## config.mk

```make
export PLATFORM = sky130hd
export DESIGN_NAME = lane_gene_compact
export DESIGN_NICKNAME = d
export VERILOG_FILES = /design/src/rtl/lane_gene_compact_pkg.sv /design/src/rtl/lane_gene_fifo.sv /design/src/rtl/lane_gene_compact.sv
export SDC_FILE = /design/constraint.sdc
export NUM_CORES = 1
export LEC_CHECK = 0
export CORE_UTILIZATION = 60
export CTS_CLUSTER_SIZE = 40
export DETAILED_ROUTE_END_ITERATION = 10
export PLACE_DENSITY_LB_ADDON = 0.12
export SLEW_MARGIN = 20
export SYNTH_ARGS = -nofsm -noshare
export SYNTH_HDL_FRONTEND = slang
export SYNTH_SLANG_ARGS = --single-unit
```

## constraint.sdc

```tcl
create_clock -name clk -period 10.7 [get_ports clk]
set_input_delay 3.21 -clock clk [delete_from_list [all_inputs] [get_ports clk]]
set_output_delay 3.21 -clock clk [all_outputs]
set_load 0.05 [all_outputs]
```

## src/rtl/lane_gene_compact_pkg.sv

```systemverilog
// Shared definitions for the gene compaction lane: phase encodings and the control FSM states.
package lane_gene_compact_pkg;

  localparam logic [1:0] ST_NODE = 2'b00;
  localparam logic [1:0] ST_CONN = 2'b10;

  typedef enum logic [1:0] {
    FSM_IDLE,
    FSM_NODE,
    FSM_CONN,
    FSM_DRAIN
  } fsm_t;

  function automatic logic is_gene_phase(input logic [1:0] st);
    return (st == ST_NODE) || (st == ST_CONN);
  endfunction

endpackage

```

## src/rtl/lane_gene_fifo.sv

```systemverilog
// Synchronous FIFO holding tagged genes; caller guarantees no push when full
// (unless popping) and no pop when empty.
module lane_gene_fifo #(
  parameter int W     = 65,
  parameter int DEPTH = 16,
  parameter int AW    = 4
) (
  input  logic         clk,
  input  logic         rst,
  input  logic         push,
  input  logic [W-1:0] din,
  input  logic         pop,
  output logic [W-1:0] dout,
  output logic         full,
  output logic         empty
);

  logic [W-1:0] mem [DEPTH];
  logic [AW-1:0] wr_ptr, rd_ptr;
  logic [AW:0]   count;

  // NOTE: storage is deliberately not reset; pointers and count alone define which entries are valid.
  always_ff @(posedge clk) begin
    if (push) mem[wr_ptr] <= din;
  end

  always_ff @(posedge clk or posedge rst) begin
    if (rst) begin
      wr_ptr <= '0;
      rd_ptr <= '0;
      count  <= '0;
    end else begin
      if (push) wr_ptr <= wr_ptr + 1'b1;
      if (pop)  rd_ptr <= rd_ptr + 1'b1;
      case ({push, pop})
        2'b10:   count <= count + 1'b1;
        2'b01:   count <= count - 1'b1;
        default: count <= count;
      endcase
    end
  end

  assign dout  = mem[rd_ptr];
  assign full  = (count == (AW+1)'(DEPTH));
  assign empty = (count == '0);

endmodule

```

## src/rtl/lane_gene_compact.sv

```systemverilog
// Packs the bubbly surviving-gene stream into a FIFO and re-emits it gap-free with node/conn tags.
// Define LANE_COMPACT_STATS_EN to build the per-genome node/conn/drop counters.
module lane_gene_compact
  import lane_gene_compact_pkg::*;
#(
  parameter int GENE_SZ = 64,
  parameter int ATTR_SZ = 8,
  parameter int DEPTH   = 16,
  parameter int AW      = 4
) (
  input  logic               clk,
  input  logic               rst,
  input  logic [1:0]         state,
  input  logic [GENE_SZ-1:0] gene_in,
  input  logic               in_valid,
  input  logic               out_ready,
  output logic [GENE_SZ-1:0] gene_out,
  output logic               out_tag,
  output logic               out_valid,
  output logic [ATTR_SZ-1:0] node_cnt,
  output logic [ATTR_SZ-1:0] conn_cnt,
  output logic [ATTR_SZ-1:0] drop_cnt,
  output logic               overflow,
  output logic               done
);

  logic push_req, push, pop, drop, clear;
  logic fifo_full, fifo_empty;
  logic [GENE_SZ:0] head;
  fsm_t fsm_q, fsm_d;

  assign push_req  = in_valid && is_gene_phase(state);
  assign out_valid = !fifo_empty;
  assign pop       = out_valid && out_ready;
  // A pop frees a slot on the same edge, so a full FIFO still accepts.
  assign push      = push_req && (!fifo_full || pop);
  assign drop      = push_req && fifo_full && !pop;

  lane_gene_fifo #(.W(GENE_SZ + 1), .DEPTH(DEPTH), .AW(AW)) u_fifo (
    .clk   (clk),
    .rst   (rst),
    .push  (push),
    .din   ({state[1], gene_in}),
    .pop   (pop),
    .dout  (head),
    .full  (fifo_full),
    .empty (fifo_empty)
  );

  assign gene_out = out_valid ? head[GENE_SZ-1:0] : '0;
  assign out_tag  = out_valid & head[GENE_SZ];

  always_ff @(posedge clk or posedge rst) begin
    if (rst) fsm_q <= FSM_IDLE;
    else     fsm_q <= fsm_d;
  end

  always_comb begin
    fsm_d = fsm_q;
    clear = 1'b0;
    done  = 1'b0;
    case (fsm_q)
      FSM_IDLE: begin
        if (state == ST_NODE) begin
          fsm_d = FSM_NODE;
          clear = 1'b1;
        end else if (state == ST_CONN) begin
          fsm_d = FSM_CONN;
        end
      end
      FSM_NODE: begin
        if (state == ST_CONN)      fsm_d = FSM_CONN;
        else if (state != ST_NODE) fsm_d = FSM_DRAIN;
      end
      FSM_CONN: begin
        if (state != ST_CONN) fsm_d = FSM_DRAIN;
      end
      FSM_DRAIN: begin
        // A late push into an empty FIFO must hold off done until it drains too.
        if (fifo_empty && !push) begin
          fsm_d = FSM_IDLE;
          done  = 1'b1;
        end
      end
      default: fsm_d = FSM_IDLE;
    endcase
  end

  always_ff @(posedge clk or posedge rst) begin
    if (rst)        overflow <= 1'b0;
    else if (clear) overflow <= drop;
    else if (drop)  overflow <= 1'b1;
  end

`ifdef LANE_COMPACT_STATS_EN
  logic push_node, push_conn;
  logic [ATTR_SZ-1:0] node_q, conn_q, drop_q;

  assign push_node = push && !state[1];
  assign push_conn = push && state[1];

  // The clearing edge may itself carry the genome's first gene, so it seeds rather than zeroes.
  always_ff @(posedge clk or posedge rst) begin
    if (rst) begin
      node_q <= '0;
      conn_q <= '0;
      drop_q <= '0;
    end else if (clear) begin
      node_q <= ATTR_SZ'(push_node);
      conn_q <= ATTR_SZ'(push_conn);
      drop_q <= ATTR_SZ'(drop);
    end else begin
      if (push_node && node_q != '1) node_q <= node_q + 1'b1;
      if (push_conn && conn_q != '1) conn_q <= conn_q + 1'b1;
      if (drop && drop_q != '1)      drop_q <= drop_q + 1'b1;
    end
  end

  assign node_cnt = node_q;
  assign conn_cnt = conn_q;
  assign drop_cnt = drop_q;
`else
  assign node_cnt = '0;
  assign conn_cnt = '0;
  assign drop_cnt = '0;
`endif

endmodule
```

==> reports/qor.txt <==
syn avg cell area: 23.4 sq um
VDD IR max: 0.000294 V
Max Freq: 122 MHz
DIE WIDTH: 262 um
Initial Util: 61.1%
FF+latch area: 31600 sq um
Tmin final: 8.23 ns
Mapped Cells: 1732
gpl congestion: 0.729
Max-Cap Viols: 0
post-synth cell types: 43
cts hold-fix bufs: 0
R2R cell count: 6
Worst-Skew Late Latency: 0.64 ns
Multi-input gate area: 8450 sq um
WL met2: 42000 um
CTS buffer count: 102
CP most frequent cell: clkdlybuf4s50_1
most frequent cells in the layout: edfxtp_1, mux4_2, clkdlybuf4s50_1, mux2i_1, clkbuf_16
crit-path cells: clkdlybuf4s50_1, nand2b_1, nand2_1, nor2_1, clkdlybuf4s50_1
drt first pass iters: 5
Total GRT Usage: 25.5%
Post-Syn Area: 40500 sq um
register area share after synthesis: 78.0%
Remaining Overflow, GRT: 0
row count: 94
slowest CP cell: clkdlybuf4s50_1
IO Pins: 162
Hold Fails Final Rpt: 0
final WL: 85100 um
P&R area growth vs syn: 13.4%
Routed WL per cell: 29.8 um
# fillers: 4072
M1 WL: 35400 um
CP required: 7.49 ns
outcome: finished clean
Pins Over Slew Limit: 0
RSZ-0062 raised after global routing: no
DR top layer: met5
vias in the first global route: 19.1k
1st-iter DRT viols: 2055
worst r2r src: u_fifo.count[1]$_DFFE_PP0P_
Worst path max stage delay: 0.81 ns
CORE AREA: 66300 sq um
CTS tree: yes
largest net degree at the start of global routing: 161
Power per Cell Area: 274 nW/um^2
Startpoint Class: input pin
post-route ant nets: 0
final instance area: 46000 sq um
DP Area: 42800 sq um
Hold Path Class: flip-flop to flip-flop
CTS root buffer: clkbuf_16
leakage power: 14.7 nW
most common cell after layout, fill and taps aside: edfxtp_1
Nets: 1995
# setup viols final: 0
Critical path origin: state[0]
die height: 262 um
H-tree levels: 3
RR Endpoint: u_fifo.mem[13][3]$_DFFE_PP_
Seq cells post-synth: 1056
Reg clk slew, reported paths: 0.06 ns
Slew headroom: 28.2%
initial antenna violation count: 4
DRC errors left: 0
crit path kind: input pin to primary output
via count: 18.6k
CP max FO: 6
Max Root-Sink Buffers: 3
Clock Skews: 0.0163 ns
DP Wirelength: 40400 um
Via density: 6.50
I/O Buffers: 137
TNS Setup: 0 ns
total die area: 68600 sq um
share of layout cells above drive strength 1: 22.6%
CTS-repair resized insts: 0
Critical Path Sink: done
Worst Path Arrival: 5.02 ns
final period utilization: 76.9%
Slew @ Worst Pin: 1.08 ns
Syn. warnings: 0
final core occ: 69.3%
reg2reg setup slack: 6.91 ns
met3 WL post-DR: 6320 um
first-pass GRT wire length: 125000 um
Setup crit end kind: primary output
Post-CTS Setup Inserts: 0
Clock Sinks: 1056
==> worst min path at each step <==
stage | to | cells past startpoint | startpoint
after global placement | overflow$_DFFE_PP0P_ | 2 | overflow$_DFFE_PP0P_
after global routing | overflow$_DFFE_PP0P_ | 2 | overflow$_DFFE_PP0P_
final | overflow$_DFFE_PP0P_ | 2 | overflow$_DFFE_PP0P_
after CTS | overflow$_DFFE_PP0P_ | 2 | overflow$_DFFE_PP0P_
after floorplan | u_fifo.wr_ptr[3]$_DFFE_PP0P_ | 1 | u_fifo.wr_ptr[3]$_DFFE_PP0P_
after detailed placement | overflow$_DFFE_PP0P_ | 2 | overflow$_DFFE_PP0P_
==> Yosys cell counts, drive strengths merged <==
cell type  count  area (sq um)
mux2           3          33.8
mux4         260          5860
o32ai          1          8.76
o21ai          2          10.0
and2          12          75.1
a211oi         3          27.5
nand2b         2          12.5
ha            12           150
nor3b          1          7.51
o22ai         65           407
edfxtp      1040         31200
nand4b         1          8.76
and3b          2          17.5
conb           1          3.75
dfrtp         16           400
inv           11          41.3
nand4          3          18.8
xnor2          6          52.6
nor2          11          41.3
a32oi          1          8.76
a21oi          5          25.0
nor4           1          21.3
a31o           1          8.76
xor2           3          26.3
a221o          1          10.0
clkbuf        34           128
nor2b          1          6.26
nor4b          1          8.76
and3           1          6.26
nand3          4          20.0
buf           78           447
or3            1          6.26
a21o           2          15.0
a31oi          2          12.5
nand2         10          40.0
mux2i        133          1330
o211ai         1          7.51
==> metal layers <==
metal | vias to the layer above | GRT usage, %
met5 | - | 0
met4 | 6 | 6.25
met3 | 105 | 4.54
met2 | 774 | 39.9
met1 | 9984 | 38.0
li1 | 7702 | -
==> state kept, by name, summed over array words and instances, names as in the netlist <==
name and cells:
u_fifo.rd_ptr 4, u_fifo.wr_ptr 4, overflow 1, fsm_q 2, u_fifo.mem 1040, u_fifo.count 5
==> through the flow <==
| stage | setup WS, ns | std cells | power (W) | hold WS, ns |
|---|---|---|---|---|
| finish | 2.47 | 2858 | 0.0126 | 0.517 |
| global route | 2.40 | 2857 | 0.0130 | 0.547 |
| CTS | 2.48 | 2857 | 0.0127 | 0.521 |
| detailed placement | 2.50 | 2673 | 0.00934 | 0.499 |
| global placement | 2.47 | 2673 | 0.00930 | 0.503 |
| floorplan | 3.40 | 1755 | 0.00810 | 0.493 |
==> kinds of logic (layout without fill, tap and decap cells) <==
logic type,after synthesis,in the layout,synth area share [%]
other,1,25,0.00925
flip-flops,1056,1056,78.0
AND/OR/NAND/NOR,51,51,0.716
XOR/XNOR,9,9,0.194
AO/OA/AOI/OAI,84,84,1.33
adder cells (fa/ha/maj),12,12,0.370
multiplexers,396,396,17.8
buffers and inverters,123,361,1.52
==> layout make-up <==
cell class | instances | area share, %
inverters | 11 | 0.0899
flip-flops and latches | 1056 | 68.9
diodes | 1 | 0.00545
multi-input cells | 576 | 18.4
well taps | 864 | 2.35
clock inverters | 60 | 0.901
repair buffers | 166 | 3.54
clock buffers | 124 | 5.87
==> where the power goes <==
group	internal (W)	switching (W)	total, W	leakage (nW)
clock network	0.00192	0.00145	0.00337	1.54
registers	0.00479	0.000166	0.00495	9.56
logic	0.00175	0.00252	0.00427	3.60
total	0.00846	0.00414	0.0126	14.7
==> critical path, delay by kind of cell <==
kind          cells  cell delay [ns]
buf+inv           2             1.37
simple gates      3             0.44
No activity file was read; power rests on OpenSTA's default activity.
